==> config.mk <==
export PLATFORM = sky130hd
export DESIGN_NAME = reg_write_ctrl
export DESIGN_NICKNAME = d
export VERILOG_FILES = /design/src/rtl/reg_wb_pkg.sv /design/src/rtl/wb_fifo.sv /design/src/rtl/reg_write_ctrl.sv
export SDC_FILE = /design/constraint.sdc
export NUM_CORES = 1
export LEC_CHECK = 0
export CORE_UTILIZATION = 48
export DETAILED_ROUTE_END_ITERATION = 8
export PLACE_DENSITY = 0.7
export SYNTH_ARGS = -nofsm -noshare
export SYNTH_HDL_FRONTEND = slang
export SYNTH_SLANG_ARGS = --single-unit
export TNS_END_PERCENT = 30
==> constraint.sdc <==
create_clock -name clk_i -period 13 [get_ports clk_i]
set_clock_uncertainty 0.05 [all_clocks]
set_input_delay 1.3 -clock clk_i [delete_from_list [all_inputs] [get_ports clk_i]]
set_output_delay 1.3 -clock clk_i [all_outputs]
set_load 0.05 [all_outputs]
==> src/rtl/reg_wb_pkg.sv <==
// Shared types and constants for the register-file write path.
// Optional feature macro used by this slice: REG_WRITE_CTRL_FORWARD_EN.
package reg_wb_pkg;

  localparam int ADDR_W    = 5;
  localparam int WB_DATA_W = 32;

  localparam logic [ADDR_W-1:0] LINK_REG = 5'd31;

  // One pending register write. The data field width is fixed at WB_DATA_W,
  // so the top-level DATA_W must be set to the same value.
  typedef struct packed {
    logic [ADDR_W-1:0]    addr;
    logic [WB_DATA_W-1:0] data;
  } wb_req_t;

endpackage

==> src/rtl/wb_fifo.sv <==
// DEPTH-entry synchronous FIFO of write requests.
// With REG_WRITE_CTRL_FORWARD_EN defined, the storage array and the write
// pointer are exported so the parent can search pending writes.
module wb_fifo
  import reg_wb_pkg::*;
#(
  parameter int DEPTH = 4,
  localparam int PTR_W = $clog2(DEPTH)
) (
  input  logic             clk_i,
  input  logic             rst_i,
  input  logic             push_i,
  input  wb_req_t          push_req_i,
  input  logic             pop_i,
  output wb_req_t          head_o,
  output logic             full_o,
  output logic             empty_o,
  output logic [PTR_W:0]   count_o
`ifdef REG_WRITE_CTRL_FORWARD_EN
  ,
  output wb_req_t          entries_o [DEPTH],
  output logic [PTR_W-1:0] wr_ptr_o
`endif
);

  localparam logic [PTR_W-1:0] PTR_ONE  = PTR_W'(1);
  localparam logic [PTR_W:0]   CNT_ONE  = (PTR_W + 1)'(1);
  localparam logic [PTR_W:0]   CNT_FULL = (PTR_W + 1)'(DEPTH);

  wb_req_t          mem_q [DEPTH];
  logic [PTR_W-1:0] wr_ptr_q, wr_ptr_d;
  logic [PTR_W-1:0] rd_ptr_q, rd_ptr_d;
  logic [PTR_W:0]   count_q, count_d;
  logic             do_push, do_pop;

  assign full_o  = (count_q == CNT_FULL);
  assign empty_o = (count_q == '0);
  assign count_o = count_q;
  assign head_o  = mem_q[rd_ptr_q];

  // Self-protect against overflow and underflow.
  assign do_push = push_i && !full_o;
  assign do_pop  = pop_i && !empty_o;

`ifdef REG_WRITE_CTRL_FORWARD_EN
  assign entries_o = mem_q;
  assign wr_ptr_o  = wr_ptr_q;
`endif

  // Pointer and occupancy next-state; pointers wrap modulo DEPTH.
  always_comb begin
    wr_ptr_d = wr_ptr_q;
    rd_ptr_d = rd_ptr_q;
    count_d  = count_q;
    if (do_push) wr_ptr_d = wr_ptr_q + PTR_ONE;
    if (do_pop)  rd_ptr_d = rd_ptr_q + PTR_ONE;
    if (do_push && !do_pop) count_d = count_q + CNT_ONE;
    if (!do_push && do_pop) count_d = count_q - CNT_ONE;
  end

  // Storage and pointer registers.
  always_ff @(posedge clk_i or posedge rst_i) begin
    if (rst_i) begin
      wr_ptr_q <= '0;
      rd_ptr_q <= '0;
      count_q  <= '0;
      for (int i = 0; i < DEPTH; i++) mem_q[i] <= '0;
    end else begin
      wr_ptr_q <= wr_ptr_d;
      rd_ptr_q <= rd_ptr_d;
      count_q  <= count_d;
      if (do_push) mem_q[wr_ptr_q] <= push_req_i;
    end
  end

endmodule

==> src/rtl/reg_write_ctrl.sv <==
// Write-side front end of the register file: merges ALU and link writeback
// requests into one registered write stream (RegWrite_o/RDaddr_o/RDdata_o).
// A pending link write always wins the issue slot over the ALU FIFO head.
// Define REG_WRITE_CTRL_FORWARD_EN to add the combinational forwarding
// search (fwd_addr_i / fwd_hit_o / fwd_data_o).
// DATA_W must equal reg_wb_pkg::WB_DATA_W.
module reg_write_ctrl
  import reg_wb_pkg::*;
#(
  parameter int                DEPTH    = 4,
  parameter int                DATA_W   = 32,
  parameter logic [ADDR_W-1:0] LINK_REG = reg_wb_pkg::LINK_REG
) (
  input  logic              clk_i,
  input  logic              rst_i,
  input  logic              alu_valid_i,
  input  logic [ADDR_W-1:0] alu_addr_i,
  input  logic [DATA_W-1:0] alu_data_i,
  output logic              alu_ready_o,
  input  logic              link_valid_i,
  input  logic [DATA_W-1:0] link_data_i,
  output logic              link_ready_o,
  output logic              RegWrite_o,
  output logic [ADDR_W-1:0] RDaddr_o,
  output logic [DATA_W-1:0] RDdata_o
`ifdef REG_WRITE_CTRL_FORWARD_EN
  ,
  input  logic [ADDR_W-1:0] fwd_addr_i,
  output logic              fwd_hit_o,
  output logic [DATA_W-1:0] fwd_data_o
`endif
);

  localparam int PTR_W = $clog2(DEPTH);
  localparam logic [PTR_W:0] CNT_FULL = (PTR_W + 1)'(DEPTH);

  logic              link_vld_q, link_vld_d;
  logic [DATA_W-1:0] link_data_q, link_data_d;
  logic              we_q, we_d;
  logic [ADDR_W-1:0] addr_q, addr_d;
  logic [DATA_W-1:0] data_q, data_d;

  wb_req_t           push_req, fifo_head;
  logic              fifo_push, fifo_pop, fifo_full, fifo_empty;
  logic [PTR_W:0]    fifo_count;
  logic              link_accept;

`ifdef REG_WRITE_CTRL_FORWARD_EN
  wb_req_t           fifo_entries [DEPTH];
  logic [PTR_W-1:0]  fifo_wr_ptr;
`endif

  // Readiness depends only on stored state: no pop-through on a full FIFO.
  assign alu_ready_o  = (fifo_count < CNT_FULL);
  assign link_ready_o = !link_vld_q;

  // Writes to r0 are accepted but never stored.
  assign fifo_push   = alu_valid_i && !fifo_full && (alu_addr_i != '0);
  assign push_req    = '{addr: alu_addr_i, data: alu_data_i};
  assign link_accept = link_valid_i && link_ready_o && (LINK_REG != '0);
  assign fifo_pop    = !link_vld_q && !fifo_empty;

  wb_fifo #(.DEPTH(DEPTH)) u_fifo (
    .clk_i      (clk_i),
    .rst_i      (rst_i),
    .push_i     (fifo_push),
    .push_req_i (push_req),
    .pop_i      (fifo_pop),
    .head_o     (fifo_head),
    .full_o     (fifo_full),
    .empty_o    (fifo_empty),
    .count_o    (fifo_count)
`ifdef REG_WRITE_CTRL_FORWARD_EN
    ,
    .entries_o  (fifo_entries),
    .wr_ptr_o   (fifo_wr_ptr)
`endif
  );

  // Issue arbitration and link holding register next-state.
  always_comb begin
    we_d        = 1'b0;
    addr_d      = addr_q;
    data_d      = data_q;
    link_vld_d  = link_vld_q;
    link_data_d = link_data_q;
    if (link_vld_q) begin
      we_d       = 1'b1;
      addr_d     = LINK_REG;
      data_d     = link_data_q;
      link_vld_d = 1'b0;
    end else if (!fifo_empty) begin
      we_d   = 1'b1;
      addr_d = fifo_head.addr;
      data_d = fifo_head.data;
    end
    if (link_accept) begin
      link_vld_d  = 1'b1;
      link_data_d = link_data_i;
    end
  end

  // Output and holding registers.
  always_ff @(posedge clk_i or posedge rst_i) begin
    if (rst_i) begin
      link_vld_q  <= 1'b0;
      link_data_q <= '0;
      we_q        <= 1'b0;
      addr_q      <= '0;
      data_q      <= '0;
    end else begin
      link_vld_q  <= link_vld_d;
      link_data_q <= link_data_d;
      we_q        <= we_d;
      addr_q      <= addr_d;
      data_q      <= data_d;
    end
  end

  assign RegWrite_o = we_q;
  assign RDaddr_o   = addr_q;
  assign RDdata_o   = data_q;

`ifdef REG_WRITE_CTRL_FORWARD_EN
  logic [PTR_W-1:0] srch_idx;
  logic             found;

  // Youngest-first search: holding register, FIFO (newest to oldest), output.
  always_comb begin
    fwd_hit_o  = 1'b0;
    fwd_data_o = '0;
    found      = 1'b0;
    srch_idx   = '0;
    if (fwd_addr_i != '0) begin
      if (link_vld_q && (fwd_addr_i == LINK_REG)) begin
        found      = 1'b1;
        fwd_data_o = link_data_q;
      end
      for (int i = 0; i < DEPTH; i++) begin
        srch_idx = fifo_wr_ptr - PTR_W'(i + 1);
        if (!found && ((PTR_W + 1)'(i) < fifo_count) &&
            (fifo_entries[srch_idx].addr == fwd_addr_i)) begin
          found      = 1'b1;
          fwd_data_o = fifo_entries[srch_idx].data;
        end
      end
      if (!found && we_q && (addr_q == fwd_addr_i)) begin
        found      = 1'b1;
        fwd_data_o = data_q;
      end
      fwd_hit_o = found;
    end
  end
`endif

endmodule

==> results of run 1 <==
registers in the layout, indices dropped and copies added, names as in the netlist:
name             flops
u_fifo.rd_ptr_q      2
RDdata_o            32
u_fifo.wr_ptr_q      2
link_vld_q           1
u_fifo.count_o       3
RegWrite_o           1
link_data_q         32
u_fifo.mem_q       148
RDaddr_o             5
final timing paths:
path / startpoint / to / slack [ps] / depth (start not counted)
min in group asynchronous: rst_i / RDdata_o[17] / 1370 / 2
worst max register to register: link_vld_q / RDaddr_o[4] / 10180 / 4
max in group asynchronous: rst_i / u_fifo.mem_q[8] / 10090 / 3
worst max-delay path: alu_addr_i[1] / u_fifo.mem_q[135] / 9300 / 5
worst min-delay path: RDdata_o[16] / RDdata_o[16] / 450 / 2
worst min register to register: RDdata_o[16] / RDdata_o[16] / 450 / 2
power groups by stage:
stage                     Sequential, mW  Combinational (mW)  Clock [mW]
final                               1.25                1.35       0.684
after global routing                1.29                1.44       0.730
after floorplan                     1.37               0.903           0
after global placement              1.23                1.33           0
after CTS                           1.25                1.37       0.702
after detailed placement            1.26                1.36           0
cell usage in the layout (no fill, tap or decap), drive strengths merged:
cell / n
xor2: 2
a211o: 1
bufinv: 1
o22a: 5
nand2: 4
nor4: 2
clkdlybuf4s50: 112
mux4: 37
a22oi: 32
nor2: 1
clkinv: 4
inv: 44
mux2: 181
a211oi: 4
clkbuf: 36
nor3: 1
or2: 1
nor3b: 2
mux2i: 1
buf: 8
nor2b: 1
o21ai: 32
ha: 5
xnor2: 4
fa: 1
dfrtp: 226
per-layer routing:
metal  vias to the layer above  global-route usage, %  share of wire (%)
met5                         -                      0              0.061
met4                         2                   4.79                1.4
met3                        30                   3.51                4.6
met2                       128                   35.0                 50
met1                      2994                   27.2                 44
li1                       2467                      -                  -
through the flow:
step / instance area (µm²) / power, mW / instances / utilization [%] / worst slack [ps]
after floorplan: 10100 / 2.27 / 622 / - / 5460
after global placement: 11500 / 2.56 / 977 / 55.9 / 8820
after detailed placement: 11500 / 2.62 / 977 / 55.9 / 8760
after CTS: 12300 / 3.33 / 1018 / 59.8 / 9300
after global routing: 12300 / 3.47 / 1018 / 59.8 / 9180
final: 12300 / 3.29 / 1018 / 59.8 / 9300
cell families after synthesis:
| family | synth area share, % |
|---|---|
| compound gates | 5.27 |
| simple gates | 0.888 |
| mux | 32.9 |
| fa+ha+maj | 0.814 |
| xor+xnor | 0.518 |
| flops | 55.8 |
| buf+inv | 3.90 |
area by class of cell:
cell class,count,area share (%)
Timing Repair Buffer,120,9.63
Multi-Input combinational cell,317,33.5
Inverter,44,1.41
Clock buffer,36,6.17
Tap cell,270,2.76
Sequential cell,226,46.1
Clock inverter,5,0.408
worst max-delay path, stage by stage:
cell	delay, ps
clkdlybuf4s50_1	610
nor4_4	150
a211oi_4	920
buf_4	630
mux2_2	400
==> impl_metrics.csv, run 1 <==
group,metric,value,unit
cts,ctsHtreeMaxLevel,1,
routing,dr_total_vias,5621,
routing,wl,21.2,mm
routing,drtIter0Drc,327,
setup_path,start_kind,"primary input",
synthesis,yosys.area.top_type,"dfrtp_1",
synthesis,syn_area,10100,µm²
setup_path,worstSetupPathType,"in2reg",
routing,drc,0,
cts,numCtsBuffers,24,
setup_path,cp-end-kind,"flop",
power,cellPowerDensity,268,nW/µm²
floorplanning,dieWidth,147,µm
run_status,outcome,"finished, final reports clean",
synthesis,ys_async_sr_fraction,100,%
placement,gp_congestion,0.770,
synthesis,syn_area_per_cell,16.3,µm²
timing,fin_hold_ws,449,ps
setup_path,cp.required,13330,ps
cts,clk_latency,510,ps
power,p_sw_share,33.0,%
floorplanning,die_h,147,µm
timing,fin_crit_sh,28.4,%
timing,setup_viol,0,
timing,maxSlewViolCount,0,
global_routing,grt_pass1_wl,34.9,mm
setup_path,crit_arrival,4030,ps
timing,max_freq,270,MHz
global_routing,grt_max_degree,160,
floorplanning,initial_core_util,49.5,%
placement,io_buffers,112,
synthesis,seq_area_frac_synth,55.8,%
cts,cts.path.max_buffers,3,
final_layout,diodes,0,
placement,dp.final_hpwl,13.3,mm
hold_path,hp-class,"reg2reg",
final_layout,fin_nets,812,
timing,hold_viol_final,0,
floorplanning,core_area,20500,µm²
final_layout,drive_gt1_share,37.3,%
final_layout,syn_to_final_growth,20.9,%
final_layout,fillCellCount,1525,
synthesis,synth-seq-cells,226,
synthesis,synth_cells,622,
power,switching_power,1.09,mW
cts,ctsHoldBuffers,0,
floorplanning,dieArea,21700,µm²
cts,cts_tree,"done",
setup_path,critPathMaxFanout,26,
synthesis,synth_edf_count,0,
synthesis,ys_warn_count,0,
timing,period_needed,3700,ps
cts,post-cts-setup-buffers,0,
cts,postCtsResizedCells,0,
floorplanning,ios,113,
global_routing,overflow,0,
timing,rsz0062_at_grt,"false",
power,power.share.combinational,41.0,%
synthesis,syn-num-nets,701,
cts,clk_pin_slew_worst_paths,60,ps
global_routing,grt_usage,20.4,%
power,clkPwrFrac,20.8,%
synthesis,synth_top_area_share,55.8,%
synthesis,synth_common_cells,"dfrtp_1 (226), mux2_4 (120), mux2_2 (61)",
final_layout,seq_area,5660,µm²
timing,worst_pin_slew,1210,ps
power,cellInternalPower,2.20,mW
routing,wire_per_inst,20.8,µm
power,seqPwrFrac,38.1,%
power,peakVddDrop,123,µV
synthesis,ys.flop_type,"dfrtp_1",
synthesis,synth_area_leaders,"dfrtp_1 (56%), mux2_4 (18%), mux4_2 (8.2%), mux2_2 (6.8%), a22oi_1 (2.4%)",
routing,vias_per_cell,5.52,
final_layout,multiInputGateArea,4110,µm²
timing,finalSetupTns,0,ps
global_routing,grt_pass1_vias,6354,
global_routing,antenna_found_initial,2,
timing,max_slew_margin,18.9,%
cts,root_buffer,"clkbuf_16",
routing,postRouteAntennaNets,0,
power,p_leak,5.29,nW
synthesis,yosysUniqueCellTypes,29,
routing,drtPass1Iterations,4,
synthesis,yosysMostFrequentCell,"dfrtp_1",
cts,cts.sinks,226,
run,drv_cap,0,
floorplanning,rows,52,
(Power assumes the default switching activity.)
==> run 2: changes to the inputs <==
==> constraint.sdc (replaced) <==
create_clock -name clk_i -period 3.8 [get_ports clk_i]
set_clock_uncertainty 0.05 [all_clocks]
set_input_delay 0.38 -clock clk_i [delete_from_list [all_inputs] [get_ports clk_i]]
set_output_delay 0.38 -clock clk_i [all_outputs]
set_load 0.05 [all_outputs]
==> run 2 against run 1 <==
  * Sequential share of layout area decreased by 0.67 points
  * Die area unchanged
  * Cell area increased by 1.5%
  * Routed wire length increased by 1.2%
  * Worst hold slack got worse by 220 ps
  * Final cell count increased by 0.88%
  * Clock power increased to 3.8 times the previous value
  * Total power increased to 3.5 times the previous value
  * Highest routed layer is now met4
==> impl_metrics.csv, run 2 (synthesis results as in run 1) <==
group,metric,value,unit
run_status,outcome,"finished, final reports clean",
final_layout,syn_to_final_growth,22.7,%
global_routing,grt_usage,20.7,%
final_layout,fin_nets,818,
cts,ctsHoldBuffers,0,
placement,gp_congestion,0.725,
power,p_leak,5.37,nW
final_layout,layout_commonest_cell,"dfrtp_1",
power,seqPwrFrac,37.4,%
routing,drc,0,
timing,maxSlewViolCount,0,
setup_path,rr_startpoint,"u_fifo.wr_ptr_q[0]",
cts,cts.sinks,226,
cts,cts.path.max_buffers,3,
placement,dp.final_hpwl,13.2,mm
power,power.share.combinational,40.1,%
power,cellInternalPower,7.80,mW
cts,post-cts-setup-buffers,0,
cts,ctsHtreeMaxLevel,1,
placement,io_buffers,112,
timing,setup_slack,1170,ps
placement,place_ws,786,ps
routing,drtPass1Iterations,4,
timing,fin_crit_sh,69.3,%
setup_path,r2r_end,"u_fifo.mem_q[139]",
timing,finalSetupTns,0,ps
floorplanning,ios,113,
timing,period_needed,2630,ps
timing,max_slew_margin,28.2,%
power,switching_power,3.78,mW
final_layout,diodes,0,
routing,wire_per_inst,20.9,µm
cts,clk_latency,510,ps
cts,cts_tree,"done",
placement,dp_cells,982,
cts,numCtsBuffers,25,
hold_path,hp-class,"in2async",
power,cellPowerDensity,930,nW/µm²
setup_path,worst-r2r-setup-slack,1250,ps
setup_path,cp.required,3370,ps
routing,drtIter0Drc,262,
power,clkPwrFrac,22.5,%
routing,postRouteAntennaNets,0,
floorplanning,rows,52,
cts,clk_pin_slew_worst_paths,60,ps
cts,postCtsResizedCells,0,
floorplanning,dieArea,21700,µm²
global_routing,antenna_found_initial,0,
timing,max_freq,380,MHz
setup_path,rr_worst_depth,6,
setup_path,crit_path_top_delay_cell,"dfrtp_1",
run,drv_cap,0,
global_routing,grt_max_degree,130,
setup_path,cpPeakStageDelay,880,ps
timing,worst_pin_slew,1080,ps
floorplanning,initial_core_util,49.5,%
setup_path,critPathMaxFanout,17,
routing,vias_per_cell,5.42,
setup_path,cpLargestDelayFamily,"flip-flops",
floorplanning,dieWidth,147,µm
timing,setup_viol,0,
timing,rsz0062_at_grt,"false",
setup_path,path_buf_inv,2,
final_layout,max_flop_register,"u_fifo.mem_q",
final_layout,drive_gt1_share,38.0,%
global_routing,grt_pass1_wl,35.2,mm
final_layout,final_cell_mix,"dfrtp_1 (224), mux2_4 (120), clkdlybuf4s50_1 (112)",
timing,fin_hold_ws,231,ps
setup_path,start_kind,"flop",
setup_path,cp-end-kind,"output port",
floorplanning,die_h,147,µm
power,p_sw_share,32.6,%
global_routing,grt_pass1_vias,6347,
floorplanning,core_area,20500,µm²
setup_path,worstSetupPathType,"reg2out",
setup_path,path_depth,2,
final_layout,fin_cells,1027,
routing,dr_total_vias,5565,
cts,root_buffer,"clkbuf_16",
setup_path,path_cells,"inv_1 > clkdlybuf4s50_1",
setup_path,crit_arrival,2200,ps
routing,wl,21.4,mm
final_layout,largest_register_ffs,148,
global_routing,overflow,0,
power,peakVddDrop,564,µV
timing,hold_viol_final,0,
## run 2: changes by cell type in the layout (fill, tap and decap cells not counted)
cell / delta
clkbuf_8: -3
inv_8: -1
buf_4: +1
clkinvlp_4: +1
inv_6: +1
buf_12: +4
clkinv_2: +2
bufinv_16: +4
## run 2: metal layers
metal,GRT usage (%),routed length [µm],up-vias
met2,36.0,11100,102
li1,-,-,2482
met1,27.3,9260,2955
met3,2.86,769,26
met5,0,0,-
met4,5.15,327,0
## run 2: worst register-to-register path: cells and delay by family (launching register included)
family | cells | cell delay [ps]
AO/OA/AOI/OAI | 1 | 540
multiplexers | 1 | 460
flip-flops | 1 | 420
AND/OR/NAND/NOR | 1 | 90
adder cells (fa/ha/maj) | 1 | 160
buffers and inverters | 2 | 730
## run 2: worst max path at each step
| stage | endpoint | startpoint | slack (ps) |
|---|---|---|---|
| after floorplan | RDaddr_o[0] | rst_i | 420 |
| after global placement | u_fifo.count_o[2] | alu_addr_i[1] | 820 |
| after detailed placement | u_fifo.count_o[2] | alu_addr_i[1] | 790 |
| after CTS | link_ready_o | link_vld_q | 1170 |
| after global routing | link_ready_o | link_vld_q | 1100 |
| final | link_ready_o | link_vld_q | 1170 |
## run 2: power by group through the flow
stage	clock network (mW)	registers (mW)	logic, mW
5_1_grt	2.76	4.47	4.96
3_3_place_gp	0	4.25	4.57
6_report	2.60	4.33	4.64
2_1_floorplan	0	4.67	3.09
4_1_cts	2.65	4.33	4.70
3_5_place_dp	0	4.34	4.67
## run 2: stage by stage
step	area [µm²]	utilization [%]	power [mW]
final	12400	60.7	11.6
after global routing	12400	60.7	12.2
after CTS	12400	60.7	11.7
after detailed placement	11500	56.3	9.01
after global placement	11500	56.3	8.81
after floorplan	10100	-	7.76
## run 2: final cells by class
class / instances / area, µm²
Timing Repair Buffer: 125 / 1270
Clock inverter: 12 / 189
Inverter: 44 / 169
Tap cell: 270 / 338
Clock buffer: 33 / 716
Fill cell: 1517 / 8050
Multi-Input combinational cell: 317 / 4110
Sequential cell: 226 / 5660
==> run 3: changes to the inputs <==
--- a/config.mk
+++ b/config.mk
@@ -7,7 +7,7 @@
 export LEC_CHECK = 0
 export CORE_UTILIZATION = 48
 export DETAILED_ROUTE_END_ITERATION = 8
-export PLACE_DENSITY = 0.7
+export PLACE_DENSITY = 0.72
 export SYNTH_ARGS = -nofsm -noshare
 export SYNTH_HDL_FRONTEND = slang
 export SYNTH_SLANG_ARGS = --single-unit
==> constraint.sdc (replaced) <==
create_clock -name clk_i -period 2.2 [get_ports clk_i]
set_clock_uncertainty 0.05 [all_clocks]
set_input_delay 0.22 -clock clk_i [delete_from_list [all_inputs] [get_ports clk_i]]
set_output_delay 0.22 -clock clk_i [all_outputs]
set_load 0.05 [all_outputs]
==> run 3 against run 2 <==
  * Cell area up 0.76%
  * Die area unchanged
  * Critical path depth unchanged
  * Count of clock-buffer cells in the layout up 4
==> impl_metrics.csv, run 3 (synthesis results as in run 1) <==
group,metric,value,unit
power,p_total,19.6,mW
timing,worst_pin_slew,523,ps
cts,numCtsBuffers,24,
power,p_leak,5.42,nW
setup_path,cp-end-kind,"output port",
cts,clk_pin_slew_worst_paths,60,ps
timing,period_needed,2120,ps
setup_path,cp.required,1930,ps
routing,drtPass1Iterations,4,
setup_path,crit_arrival,1850,ps
timing,maxSlewViolCount,0,
timing,fin_crit_sh,96.2,%
final_layout,final_cell_mix,"dfrtp_1 (223), mux2_4 (120), clkdlybuf4s50_1 (111)",
setup_path,cpLargestDelayFamily,"buffers and inverters",
floorplanning,dieArea,21700,µm²
global_routing,grt_pass1_vias,6455,
final_layout,syn_to_final_growth,23.6,%
final_layout,drive_gt1_share,39.1,%
power,peakVddDrop,903,µV
timing,setup_viol,0,
routing,drc,0,
final_layout,utilization,61.2,%
final_layout,layout_commonest_cell,"dfrtp_1",
cts,ctsHtreeMaxLevel,1,
routing,wl,21.4,mm
timing,rsz0062_at_grt,"false",
floorplanning,die_h,147,µm
floorplanning,dieWidth,147,µm
placement,io_buffers,112,
global_routing,grt_usage,20.7,%
placement,dp.final_hpwl,13.8,mm
setup_path,worstSetupPathType,"reg2out",
cts,root_buffer,"clkbuf_16",
routing,vias_per_cell,5.45,
hold_path,hold_path.startpoint,"link_data_i[5]",
routing,postRouteAntennaNets,0,
final_layout,max_flop_register,"u_fifo.mem_q",
timing,hold_viol_final,0,
timing,finalSetupTns,0,ps
cts,clk_latency,500,ps
setup_path,rr_startpoint,"u_fifo.count_o[1]",
hold_path,min_to,"link_data_q[5]",
cts,cts.sinks,226,
floorplanning,rows,52,
global_routing,top_usage_layer,"met2",
hold_path,holdPathStages,2,
run_status,outcome,"finished, final reports clean",
setup_path,worst-r2r-setup-slack,240,ps
setup_path,start_kind,"flop",
floorplanning,core_area,20500,µm²
global_routing,antenna_found_initial,0,
cts,cts_tree,"done",
setup_path,path_buf_inv,2,
global_routing,use_met1,27.8,%
floorplanning,initial_core_util,49.5,%
routing,dr_total_vias,5699,
setup_path,path_cells,"inv_1 > clkdlybuf4s50_1",
final_layout,fin_nets,837,
setup_path,r2r_end,"u_fifo.count_o[2]",
global_routing,grt_max_degree,100,
setup_path,critPathMaxFanout,4,
timing,max_freq,472,MHz
floorplanning,ios,113,
global_routing,use_met3,2.92,%
setup_path,rr_worst_depth,9,
routing,drtIter0Drc,247,
run,drv_cap,0,
global_routing,gr-usage-met2,35.1,%
cts,cts.path.max_buffers,3,
setup_path,crit_path_top_delay_cell,"clkdlybuf4s50_1",
hold_path,hp-class,"in2reg",
final_layout,diodes,0,
global_routing,overflow,0,
routing,wire_per_inst,20.5,µm
global_routing,grt_pass1_wl,35.4,mm
placement,gp_congestion,0.786,
power,cellPowerDensity,1560,nW/µm²
timing,max_slew_margin,65.1,%
setup_path,cpPeakStageDelay,820,ps
final_layout,largest_register_ffs,148,
run 3: cell types whose count changed in the layout (fill, tap and decap cells not counted), sizes merged:
cell / change
clkbuf: +4
inv: -1
clkdlybuf4s50: -1
buf: +20
bufinv: -5
dlygate4sd3: +1
run 3: worst reg2reg max path, delay by kind of cell, from the launching register on:
| family | cells | cell delay [ps] |
|---|---|---|
| buffers and inverters | 2 | 110 |
| AND/OR/NAND/NOR | 3 | 500 |
| XOR/XNOR | 2 | 270 |
| adder cells (fa/ha/maj) | 2 | 530 |
| flip-flops | 1 | 430 |
run 3: through the flow:
step | setup slack [ps] | hold WS (ps) | instance area [µm²] | std cells
6_report | 83.2 | 277 | 12500 | 1045
5_1_grt | 33.8 | 276 | 12500 | 1045
4_1_cts | 67.0 | 261 | 12500 | 1045
3_5_place_dp | -113 | 440 | 11800 | 1001
3_3_place_gp | -73.5 | 434 | 11800 | 1001
2_1_floorplan | -1020 | 318 | 10100 | 622
run 3: worst max-delay path by stage:
stage / to / start / depth (start not counted)
floorplan: RDaddr_o[0] / rst_i / 1
CTS: alu_ready_o / u_fifo.count_o[2] / 2
global placement: u_fifo.count_o[2] / alu_addr_i[1] / 9
finish: alu_ready_o / u_fifo.count_o[2] / 2
detailed placement: u_fifo.count_o[2] / alu_addr_i[1] / 9
global route: alu_ready_o / u_fifo.count_o[2] / 2
run 3: per-layer routing:
layer | vias up | wire length (µm)
met5 | - | 0
li1 | 2519 | -
met2 | 126 | 10600
met4 | 0 | 438
met3 | 34 | 841
met1 | 3020 | 9520
run 3: repair_timing:
item,in CTS,in global routing
setup buffers,0,0
hold buffers,1,0
gates resized for setup,0,0
hold endpoints to repair,3,0
run 3: report_power, final:
group	total [mW]	switching (mW)	internal, mW	leakage [nW]
logic	8.41	3.72	4.68	2.37
clock network	3.85	1.57	2.27	0.382
registers	7.31	1.22	6.10	2.68
total	19.6	6.51	13.1	5.42
run 3: final cells by class:
type	instances	area [µm²]
clock inverters	6	30.0
multi-input cells	317	4110
flip-flops and latches	226	5660
well taps	270	338
fillers	1510	7960
inverters	44	169
clock buffers	37	731
repair buffers	145	1510
